==> src/rtl/gshare_predictor.sv <==
// ---------------------------------------------------------------------------
// gshare_predictor
//   Gshare conditional-branch direction predictor. A pattern history table
//   (PHT) of 2-bit saturating counters is indexed by PC XOR the global
//   history register (GHR). The GHR is shifted speculatively when a
//   prediction is consumed, and repaired from the captured history when a
//   resolved branch reports a misprediction.
//
// Parameters
//   PC_BITS   : width of predict_pc / train_pc (must equal HIST_BITS)
//   HIST_BITS : GHR width; the PHT holds 2**HIST_BITS counters
//   CNT_INIT  : reset value of every PHT counter (01 = weakly not-taken)
//
// Ports
//   clk                : system clock, all state changes on the rising edge
//   rst_n              : asynchronous reset, active-high despite the name
//   predict_valid      : a prediction is consumed this cycle (shifts GHR)
//   predict_pc         : PC of the branch being predicted
//   predict_taken      : predicted direction, combinational
//   predict_history    : GHR value used for this prediction, combinational
//   train_valid        : a resolved branch is trained this cycle
//   train_taken        : actual resolved direction
//   train_mispredicted : resolved direction differed from the prediction
//   train_history      : predict_history captured at prediction time
//   train_pc           : PC of the resolved branch
// ---------------------------------------------------------------------------
module gshare_predictor #(
  parameter int          PC_BITS   = 7,
  parameter int          HIST_BITS = 7,
  parameter logic [1:0]  CNT_INIT  = 2'b01
) (
  input  logic                 clk,
  input  logic                 rst_n,
  input  logic                 predict_valid,
  input  logic [PC_BITS-1:0]   predict_pc,
  output logic                 predict_taken,
  output logic [HIST_BITS-1:0] predict_history,
  input  logic                 train_valid,
  input  logic                 train_taken,
  input  logic                 train_mispredicted,
  input  logic [HIST_BITS-1:0] train_history,
  input  logic [PC_BITS-1:0]   train_pc
);

  localparam int PHT_SIZE = 1 << HIST_BITS;

  logic [HIST_BITS-1:0] r_ghr;
  logic [1:0]           r_pht [PHT_SIZE];

  logic [HIST_BITS-1:0] w_pidx;
  logic [HIST_BITS-1:0] w_tidx;
  logic [1:0]           w_predCnt;
  logic [1:0]           w_trainCnt;
  logic [1:0]           w_trainNext;
  logic                 w_recover;

  // Prediction path is purely combinational; it reads the pre-edge counter,
  // so a same-cycle train of the same entry is not visible until next cycle.
  assign w_pidx          = predict_pc ^ r_ghr;
  assign w_predCnt       = r_pht[w_pidx];
  assign predict_taken   = w_predCnt[1];
  assign predict_history = r_ghr;

  // Training indexes with the history captured at prediction time, not the
  // current (possibly further-shifted) GHR.
  assign w_tidx     = train_pc ^ train_history;
  assign w_trainCnt = r_pht[w_tidx];
  assign w_recover  = train_valid & train_mispredicted;

  // Saturating increment / decrement of the trained counter.
  always_comb begin
    w_trainNext = w_trainCnt;
    if (train_taken) begin
      if (w_trainCnt != 2'b11) w_trainNext = w_trainCnt + 2'b01;
    end else begin
      if (w_trainCnt != 2'b00) w_trainNext = w_trainCnt - 2'b01;
    end
  end

  // GHR: a misprediction rebuilds history from the captured value plus the
  // real outcome, discarding any speculative shift requested this cycle.
  always_ff @(posedge clk or posedge rst_n) begin
    if (rst_n) begin
      r_ghr <= '0;
    end else if (w_recover) begin
      r_ghr <= {train_history[HIST_BITS-2:0], train_taken};
    end else if (predict_valid) begin
      r_ghr <= {r_ghr[HIST_BITS-2:0], predict_taken};
    end
  end

  // PHT: every counter returns to CNT_INIT on reset; one entry trained per
  // cycle at most.
  always_ff @(posedge clk or posedge rst_n) begin
    if (rst_n) begin
      for (int i = 0; i < PHT_SIZE; i++) begin
        r_pht[i] <= CNT_INIT;
      end
    end else if (train_valid) begin
      r_pht[w_tidx] <= w_trainNext;
    end
  end

endmodule

==> config.mk <==
export PLATFORM = sky130hd
export DESIGN_NAME = gshare_predictor
export DESIGN_NICKNAME = d
export VERILOG_FILES = /design/src/rtl/gshare_predictor.sv
export SDC_FILE = /design/constraint.sdc
export NUM_CORES = 1
export LEC_CHECK = 0
export ABC_CLOCK_PERIOD_IN_PS = 8500
export CORE_MARGIN = 10
export CORE_UTILIZATION = 40
export CTS_CLUSTER_DIAMETER = 60
export DETAILED_ROUTE_END_ITERATION = 10
export PLACE_DENSITY_LB_ADDON = 0.3
export SETUP_SLACK_MARGIN = 0.05
export SLEW_MARGIN = 20
export SYNTH_ARGS = -nofsm -noshare
export SYNTH_HDL_FRONTEND = slang
export SYNTH_SLANG_ARGS = --single-unit
==> constraint.sdc <==
create_clock -name clk -period 8.5 [get_ports clk]
set_input_delay 1.275 -clock clk [delete_from_list [all_inputs] [get_ports clk]]
set_output_delay 1.275 -clock clk [all_outputs]
set_load 0.02 [all_outputs]
==> out/qor.yml, run 1 <==
run_status:
  status: "completed"
layout:
  mostFrequentLayoutCells: "596 x nand2_1, 136 x o21ai_1, 135 x dfrtp_1"
  drive_gt1_frac: 0.209
  utilization: 0.446
  final_area_um2: 15800
  final_common_cell: "nand2_1"
  area_growth_pct: 10.6
  insertedDiodeCount: 0
  final_cells: 2083
  nNetsFinal: 1624
sta:
  min_period_over_period: 0.751
  tns_ns: 0
  slew_violations: 0
  finalHoldViolCount: 0
  timing.clock.skew_ns: 0.0115
  slew-limit-headroom: 0.176
  grt_setup_unrepaired: "no"
  setup_viol: 0
  fmax_mhz: 157
  min_period_ns: 6.38
  hold-worst-slack_ns: 0.460
  tightest_slew_ns: 1.23
clock_network:
  clk_pin_slew_ns: 0.06
  cts_buffers: 31
  ctsHoldBuffers: 0
  h-tree-depth: 1
  post_cts_resized: 0
  post_cts_buffers: 0
  clock_sinks: 263
  cts_tree: "yes"
  clk_path_buf_depth: 3
  root_buffer: "clkbuf_16"
  clkLatencyLatePin_ns: 0.58
routing:
  wl_per_cell_um: 21.9
  routed_via_density: 5.78
  post-route-drc-count: 0
  vias: 12000
  drtIter0Drc: 1208
  ant_nets: 0
  wl_mm: 45.5
  dr.pass1.iters: 7
job:
  max_cap_viol_count: 0
die:
  die_area_um2: 43600
  start_util: 0.403
  core_um2: 35400
  die_y_um: 209
  ioPinCount: 35
  rows: 69
  die_w_um: 209
worst_setup_path:
  end_kind: "output port"
  crit_required_ns: 7.22
  arrival_ns: 5.11
  worstPathMaxFanout: 16
  crit_type: "primary input to output port"
  critPathLaunchType: "primary input"
place:
  place_congestion: 0.973
  dp_hpwl_mm: 29.4
  port_buffers: 34
  place_area_um2: 14800
  dp_cells: 2024
power_and_ir_drop:
  p_leak_uw: 0.00587
  p_per_area_nw_per_um2: 265
  ir_worst_vdd_mv: 0.208
synth:
  synth_area_leaders: "dfrtp_1 24%, dfstp_2 24%, nand2_1 16%"
  synthFlopType: "dfrtp_1"
  syn_area_um2: 14300
  syn-num-nets: 1625
  synth_largest_area_cell: "dfrtp_1"
  synthArstFlopShare: 1.00
  yosysWarnings: 0
  netlist.area_leader.share: 0.237
  synth_cell_type_count: 55
  avgSynthCellArea_um2: 8.93
  ys_ff_latch: 263
  synth_edf_count: 0
  syn_inst: 1598
  ys_seq_area_frac: 0.472
global_route:
  overflow: 0
  grt_first_pass_wirelength_mm: 70.6
  antenna_found_initial: 1
  track_usage: 0.203
  grt_max_degree: 134
  first_global_vias: 11600
worst_hold_path:
  min_path_type: "flop to flop"
## routing by layer
metal,routed length [µm],part of all wire,global-route usage
met2,20800,0.46,0.320
met5,19,0.00042,0
met3,3960,0.087,0.0461
met1,18900,0.42,0.266
met4,1780,0.039,0.0801
## cell families (layout without fill, tap and decap cells)
logic type,Yosys count,count (layout),synth area share
compound gates,427,427,0.189
simple gates,731,731,0.204
fa+ha+maj,2,2,0.00158
buf+inv,97,121,0.0513
flops,263,263,0.472
xor+xnor,24,24,0.0181
mux,54,54,0.0638
## worst max-delay path, stage by stage
cell             delay [ns]
clkdlybuf4s50_1        0.45
xor2_1                 0.17
nand2_1                0.90
a21oi_1                0.07
nor4_1                 0.82
mux4_2                 0.45
mux2i_1                0.08
mux2_2                 0.33
clkdlybuf4s50_1        0.56
## area by class of cell
class / instances / area (µm²)
repair buffers: 57 / 554
fillers: 3475 / 19600
multi-input cells: 1238 / 6900
clock buffers: 51 / 911
flip-flops and latches: 263 / 6740
inverters: 6 / 30.0
clock inverters: 7 / 71.3
well taps: 461 / 577
## worst paths after layout
path	from	to	slack (ns)	cells after the start
max	predict_pc[1]	predict_taken	2.12	9
min	r_pht[12]$_DFFE_PP1P_	r_pht[12]$_DFFE_PP1P_	0.46	2
max reg2reg	predict_history[1]$_DFFE_PP0P_	predict_history[0]$_DFFE_PP0P_	4.77	9
min reg2reg	r_pht[12]$_DFFE_PP1P_	r_pht[12]$_DFFE_PP1P_	0.46	2
max in group asynchronous	rst_n	predict_history[1]$_DFFE_PP0P_	5.99	3
min in group asynchronous	rst_n	r_pht[225]$_DFFE_PP0P_	1.26	2
## stage by stage
step	total power (µW)	setup WS [ns]
6_report	4190	2.12
5_1_grt	4380	2.06
4_1_cts	4180	2.22
3_5_place_dp	2880	1.97
3_3_place_gp	2850	2.06
2_1_floorplan	2570	0.197
## where the power goes
part	internal (µW)	switching (µW)
combinational	347	764
sequential	1580	192
clock	758	550
total	2680	1510
## synthesized netlist by cell type, types with 2 or more instances
master,instances
a211oi_1,3
or3_1,15
nand4_1,2
mux4_2,24
and3_1,4
clkbuf_1,22
o211ai_1,3
buf_8,10
nor3_1,29
nand3_1,16
o21ai_1,136
dfrtp_1,135
a311oi_1,6
nand2_1,596
a31oi_1,25
dlygate4sd3_1,2
nand2_2,2
o21ai_2,100
a21oi_1,87
dfstp_2,128
a22o_1,2
o22ai_1,7
buf_4,10
buf_2,22
nor4_1,17
dlygate4sd1_1,4
mux4_1,4
xor2_2,2
nor2_1,48
o221ai_1,7
maj3_2,2
a221oi_1,6
mux2i_1,22
xor2_1,11
mux2_2,4
xnor2_1,8
xnor2_2,2
o21ai_0,29
inv_1,6
buf_6,21
a22oi_1,5
## sequential cells by signal, summed over array words and instances (netlist names)
name             cells
r_pht              256
predict_history      7
(Power assumes the default switching activity.)
==> run 2: changes to the inputs <==
ABC_CLOCK_PERIOD_IN_PS = 5400   (was 8500)
clock period = 5.4 ns   (was 8.5 ns; I/O delays follow)
==> run 2 against run 1 <==
Effect of this change:
- via count increased by 1.6%
- total power increased by 61%
- sequential power increased by 59%
- die area unchanged
- wire length increased by 1.3%
- non-clock buffer count increased by 35
- cell area increased by 2.8%
- combinational power increased by 64%
- sequential share of layout area decreased by 1.2 points
- largest power group unchanged
- setup slack got worse by 1.6 ns
==> out/qor.yml, run 2 (same netlist as run 1, synthesis figures left out) <==
sta:
  min_period_ns: 4.92
  tightest_slew_ns: 0.963  # was 1.23 ns
  slew-limit-headroom: 0.358  # was 0.176
  grt_setup_unrepaired: "no"  # unchanged
  timing.clock.skew_ns: 0.0192  # was 0.0115 ns
  finalHoldViolCount: 0  # unchanged
  min_period_over_period: 0.911
  setup_viol: 0  # unchanged
  fmax_mhz: 203
  tns_ns: 0  # unchanged
  slew_violations: 0  # unchanged
place:
  place_congestion: 0.920  # was 0.973
  dp_hpwl_mm: 31.5  # was 29.4 mm
  dp_cells: 2060  # was 2024
  port_buffers: 34  # unchanged
global_route:
  antenna_found_initial: 1  # unchanged
  track_usage: 0.207  # was 0.203
  grt_max_degree: 162  # was 134
  first_global_vias: 12000  # was 11.6k
  overflow: 0  # unchanged
  grt_first_pass_wirelength_mm: 72.1  # was 70.6 mm
routing:
  routed_via_density: 5.77  # was 5.78
  wl_per_cell_um: 21.8  # was 21.9 µm
  wl_mm: 46.1  # was 45.5 mm
  drtIter0Drc: 1183  # was 1208
  post-route-drc-count: 0  # unchanged
  ant_nets: 0  # unchanged
  dr.pass1.iters: 5  # was 7
  vias: 12200  # was 12.0k
job:
  max_cap_viol_count: 0  # unchanged
die:
  core_um2: 35400  # unchanged
  ioPinCount: 35  # unchanged
  die_y_um: 209  # unchanged
  start_util: 0.403  # unchanged
  rows: 69  # unchanged
  die_w_um: 209  # unchanged
  die_area_um2: 43600  # unchanged
clock_network:
  h-tree-depth: 1  # unchanged
  clk_pin_slew_ns: 0.06  # about the same
  ctsHoldBuffers: 0  # unchanged
  clk_path_buf_depth: 3  # unchanged
  clkLatencyLatePin_ns: 0.57  # was 0.58 ns
  post_cts_resized: 0  # unchanged
  post_cts_buffers: 0  # unchanged
  root_buffer: "clkbuf_16"  # unchanged
  cts_tree: "yes"  # unchanged
  cts_buffers: 31  # unchanged
  clock_sinks: 263  # unchanged
worst_setup_path:
  end_kind: "output port"  # unchanged
  critPathLaunchType: "primary input"  # unchanged
  worstPathMaxFanout: 12  # was 16
  crit_type: "primary input to output port"  # unchanged
  arrival_ns: 4.11  # was 5.11 ns
  r2r_cells: 10  # was 9
  crit_required_ns: 4.59  # was 7.22 ns
layout:
  largest_reg_flops: 256  # unchanged
  final_common_cell: "nand2_1"  # unchanged
  drive_gt1_frac: 0.231  # was 0.209
  final_cells: 2118  # was 2083
  area_growth_pct: 13.6  # was 10.6%
  fillers: 3406  # was 3475
  mostFrequentLayoutCells: "596 x nand2_1, 136 x o21ai_1, 135 x dfrtp_1"  # unchanged
  top_register: "r_pht"  # unchanged
  nNetsFinal: 1659  # was 1624
power_and_ir_drop:
  ir_worst_vdd_mv: 0.328  # was 0.208 mV
  p_per_area_nw_per_um2: 417  # was 265 nW/µm²
  p_leak_uw: 0.00611  # was 0.00587 µW
  totalPowerFinal_uw: 6760  # was 4190 µW
worst_hold_path:
  hold_depth: 2  # unchanged
  min_path_type: "flop to flop"  # unchanged
run_status:
  status: "completed"  # unchanged
[run 2: area by class of cell]
cell class	instances	area, µm²	area share
multi-input combinational	1238	6900	0.425
sequential	263	6740	0.416
clock buffer	46	932	0.0575
timing repair buffer	92	926	0.0571
tap	461	577	0.0356
clock inverter	11	118	0.00725
inverter	6	26.3	0.00162
antenna	1	2.50	0.000154
[run 2: worst max-delay path: stages]
cell and delay (ns):
clkdlybuf4s50_1 0.45, xor2_1 0.17, nand2_1 0.53, buf_4 0.28
a21oi_1 0.06, nor4_1 0.50, mux4_2 0.33, mux2i_1 0.07
mux2_2 0.35, clkdlybuf4s50_1 0.56
[run 2: report_power, final]
group / internal (µW) / leakage (µW) / switching, µW / total, µW
logic: 630 / 0.00245 / 1190 / 1820
registers: 2480 / 0.00314 / 330 / 2810
clock network: 1280 / 0.000517 / 850 / 2130
total: 4390 / 0.00611 / 2370 / 6760
[run 2: per-stage QoR]
stage | util | instance area, µm² | worst slack (ns) | hold WS [ns]
floorplan | - | 14300 | 1.22 | 0.440
global placement | 0.429 | 15200 | 0.551 | 0.449
detailed placement | 0.429 | 15200 | 0.533 | 0.454
CTS | 0.458 | 16200 | 0.532 | 0.462
global route | 0.458 | 16200 | 0.420 | 0.473
finish | 0.458 | 16200 | 0.478 | 0.459
[run 2: final timing paths]
| kind | slack (ns) | to | start |
|---|---|---|---|
| max in group asynchronous | 3.79 | predict_history[2]$_DFFE_PP0P_ | rst_n |
| worst min register to register | 0.46 | r_pht[248]$_DFFE_PP1P_ | r_pht[248]$_DFFE_PP1P_ |
| worst max-delay path | 0.48 | predict_taken | predict_pc[2] |
| worst max register to register | 2.14 | predict_history[0]$_DFFE_PP0P_ | predict_history[2]$_DFFE_PP0P_ |
| min in group asynchronous | 0.78 | r_pht[223]$_DFFE_PP0P_ | rst_n |
| worst min-delay path | 0.46 | r_pht[248]$_DFFE_PP1P_ | r_pht[248]$_DFFE_PP1P_ |
[run 2: routing by layer]
| metal | vias to the layer above | global-route usage | share of wire |
|---|---|---|---|
| met2 | 610 | 0.317 | 0.45 |
| met1 | 5864 | 0.282 | 0.42 |
| li1 | 5625 | - | - |
| met4 | 0 | 0.0878 | 0.044 |
| met5 | - | 0 | 0 |
| met3 | 128 | 0.0376 | 0.087 |
==> patch, RTL diff (settings of run 2) <==
The parameter `PC_BITS` goes from 7 to 5.
--- a/src/rtl/gshare_predictor.sv
+++ b/src/rtl/gshare_predictor.sv
@@ -25,7 +25,7 @@
 //   train_pc           : PC of the resolved branch
 // ---------------------------------------------------------------------------
 module gshare_predictor #(
-  parameter int          PC_BITS   = 7,
+  parameter int          PC_BITS   = 5,
   parameter int          HIST_BITS = 7,
   parameter logic [1:0]  CNT_INIT  = 2'b01
 ) (
Interface: changed (resized predict_pc and train_pc); port bits go from 35 to 31. The function was not compared with the original's and may differ.
==> patch against run 2 <==
Worst setup slack lost 0.068 ns; area after synthesis down 1.2%; highest routed layer is now met5; final area rose by 0.59%; critical path depth is 1 lower; final cell count decreased by 18%; largest cell class unchanged; largest power group unchanged; routed wire length decreased by 5.8%; sequential cell count is the same; total power is 11% lower.
==> patch: results (changes against run 2) <==
DR pass1 iterations: 5 (unchanged)
r2r startpoint: predict_history[0]
Startpoint Class: input pin
Port Buffers: 30 (-12%)
largest net degree at the start of global routing: 102 (-37%)
layout cells sized above 1: 42.0% (+19 points)
Post-Syn Nets: 1239 (-24%)
Critical Path AT: 4.18 ns (+0.07 ns)
Synth Flop Type: dfrtp_1
clk slew on worst S/H paths: 0.06 ns (about the same)
worst hold-check path type: reg -> reg
YS warnings: 0 (unchanged)
FP Rows: 68 (-1.4%)
cts bufs inserted: 31 (unchanged)
Setup crit start: predict_pc[0]
Worst Hold Launch: r_pht[254]
post-CTS setup buffers: 0 (unchanged)
clock buffer depth: 3 (unchanged)
Post-DP HPWL: 29300 um (-7.1%)
vias in the first global route: 10822 (-9.9%)
initial antenna violation count: 3 (+2)
CP Max Fanout: 32 (+20)
first-pass GRT wire length: 68000 um (-5.6%)
Resized cells post-CTS: 0 (unchanged)
all-layer global routing usage: 19.7% (-0.98 points)
Clock Latency Late Sink: 0.58 ns
ys async rst share: 100% (unchanged)
leading cell types by count after synthesis: 202 x mux2_2, 160 x nor2_1, 136 x nand2_1
leading post-synthesis cells by cell area: dfrtp_1 24%, dfstp_2 24%, mux2_2 16%
H-tree depth: 1 (unchanged)
Detailed Route Iter0 Violations: 876 (-26%)
max_slew headroom: 39.9% (+4.1 points)
via count: 10488 (-14%)
peak supply drop: 0.000202 V (-38%)
Net Sw Power: 0.00181 W (-24%)
final slew viol count: 0 (unchanged)
Fill cells: 3121 (-8.4%)
Slowest cell on crit path: mux4_2
CP max stage delay: 0.57 ns
Seq/Total Area, Yosys: 47.8% (+0.57 points)
clock skew: 0.0228 ns (+0.00366 ns)
P_leak: 6.60 nW (+7.9%)
drt wl/cell: 25.0 um (+15%)
Root Buffer: clkbuf_16
gpl congestion: 0.920 (about the same)
Final nets: 1281 (-23%)
max reg flops: 256 (unchanged)
Yosys cell types: 61 (+11%)
status: finished clean
Post-DP Area: 0.0153 mm^2 (+0.68%)
Biggest register: r_pht
## patch: changes by cell type after synthesis, moves of 19 or more
cell / delta
o21ai_2: -89
o21ai_0: +23
a21oi_1: -38
o21ai_1: -136
nor2_1: +112
nor3_1: -21
nand3_1: +23
a31oi_1: -19
nand2_1: -460
mux2_2: +198
mux4_2: +37
## patch: cell families after synthesis
group | count (synthesis) | synth area share, %
adder cells (fa/ha/maj) | 4 | 0.302
multiplexers | 288 | 27.8
flip-flops | 263 | 47.8
AND/OR/NAND/NOR | 369 | 10.9
XOR/XNOR | 15 | 1.06
AO/OA/AOI/OAI | 195 | 9.35
buffers and inverters | 82 | 2.86
## patch: metrics by stage
step	cells	power, W	setup WS, ns
5_1_grt	1738	0.00624	0.308
4_1_cts	1737	0.00601	0.441
3_5_place_dp	1680	0.00388	0.243
6_report	1739	0.00600	0.410
2_1_floorplan	1216	0.00339	1.22
3_3_place_gp	1680	0.00385	0.327
## patch: cell type report
class | instances | area [um^2] | area share [%]
Multi-Input combinational cell | 871 | 7070 | 43.3
Sequential cell | 263 | 6740 | 41.3
Timing Repair Buffer | 87 | 878 | 5.38
Clock buffer | 39 | 856 | 5.24
Tap cell | 455 | 569 | 3.49
Clock inverter | 18 | 184 | 1.13
Inverter | 4 | 18.8 | 0.115
Antenna cell | 2 | 5.00 | 0.0307
## patch: per-layer routing
metal	share of wire, %	vias up	track usage, %	wire length, um
li1	-	4562	-	-
met1	43	5344	26.8	18600
met2	45	481	30.2	19600
met3	9.0	99	4.87	3920
met4	3.0	2	6.33	1290
met5	0.028	-	0	12
## patch: worst max-delay path, delay by kind of cell
| kind | cells | cell delay [ns] |
|---|---|---|
| buffers and inverters | 4 | 1.39 |
| xor gates and xnor gates | 1 | 0.13 |
| muxes | 4 | 1.81 |
## patch: path summary, 6_finish.rpt
path	cells after the start	to	slack, ns
max	9	predict_taken	0.41
min	2	r_pht[254]	0.47
max reg2reg	9	predict_history[0]	2.10
min reg2reg	2	r_pht[254]	0.47
max in group asynchronous	3	r_pht[255]	3.46
min in group asynchronous	2	predict_history[4]	0.74
## patch: power groups by stage
| stage | Combinational (W) | Sequential [W] | Clock, W |
|---|---|---|---|
| 2_1_floorplan | 0.000870 | 0.00252 | 0 |
| 3_3_place_gp | 0.00128 | 0.00257 | 0 |
| 3_5_place_dp | 0.00130 | 0.00258 | 0 |
| 4_1_cts | 0.00130 | 0.00255 | 0.00216 |
| 5_1_grt | 0.00140 | 0.00259 | 0.00226 |
| 6_report | 0.00131 | 0.00256 | 0.00214 |
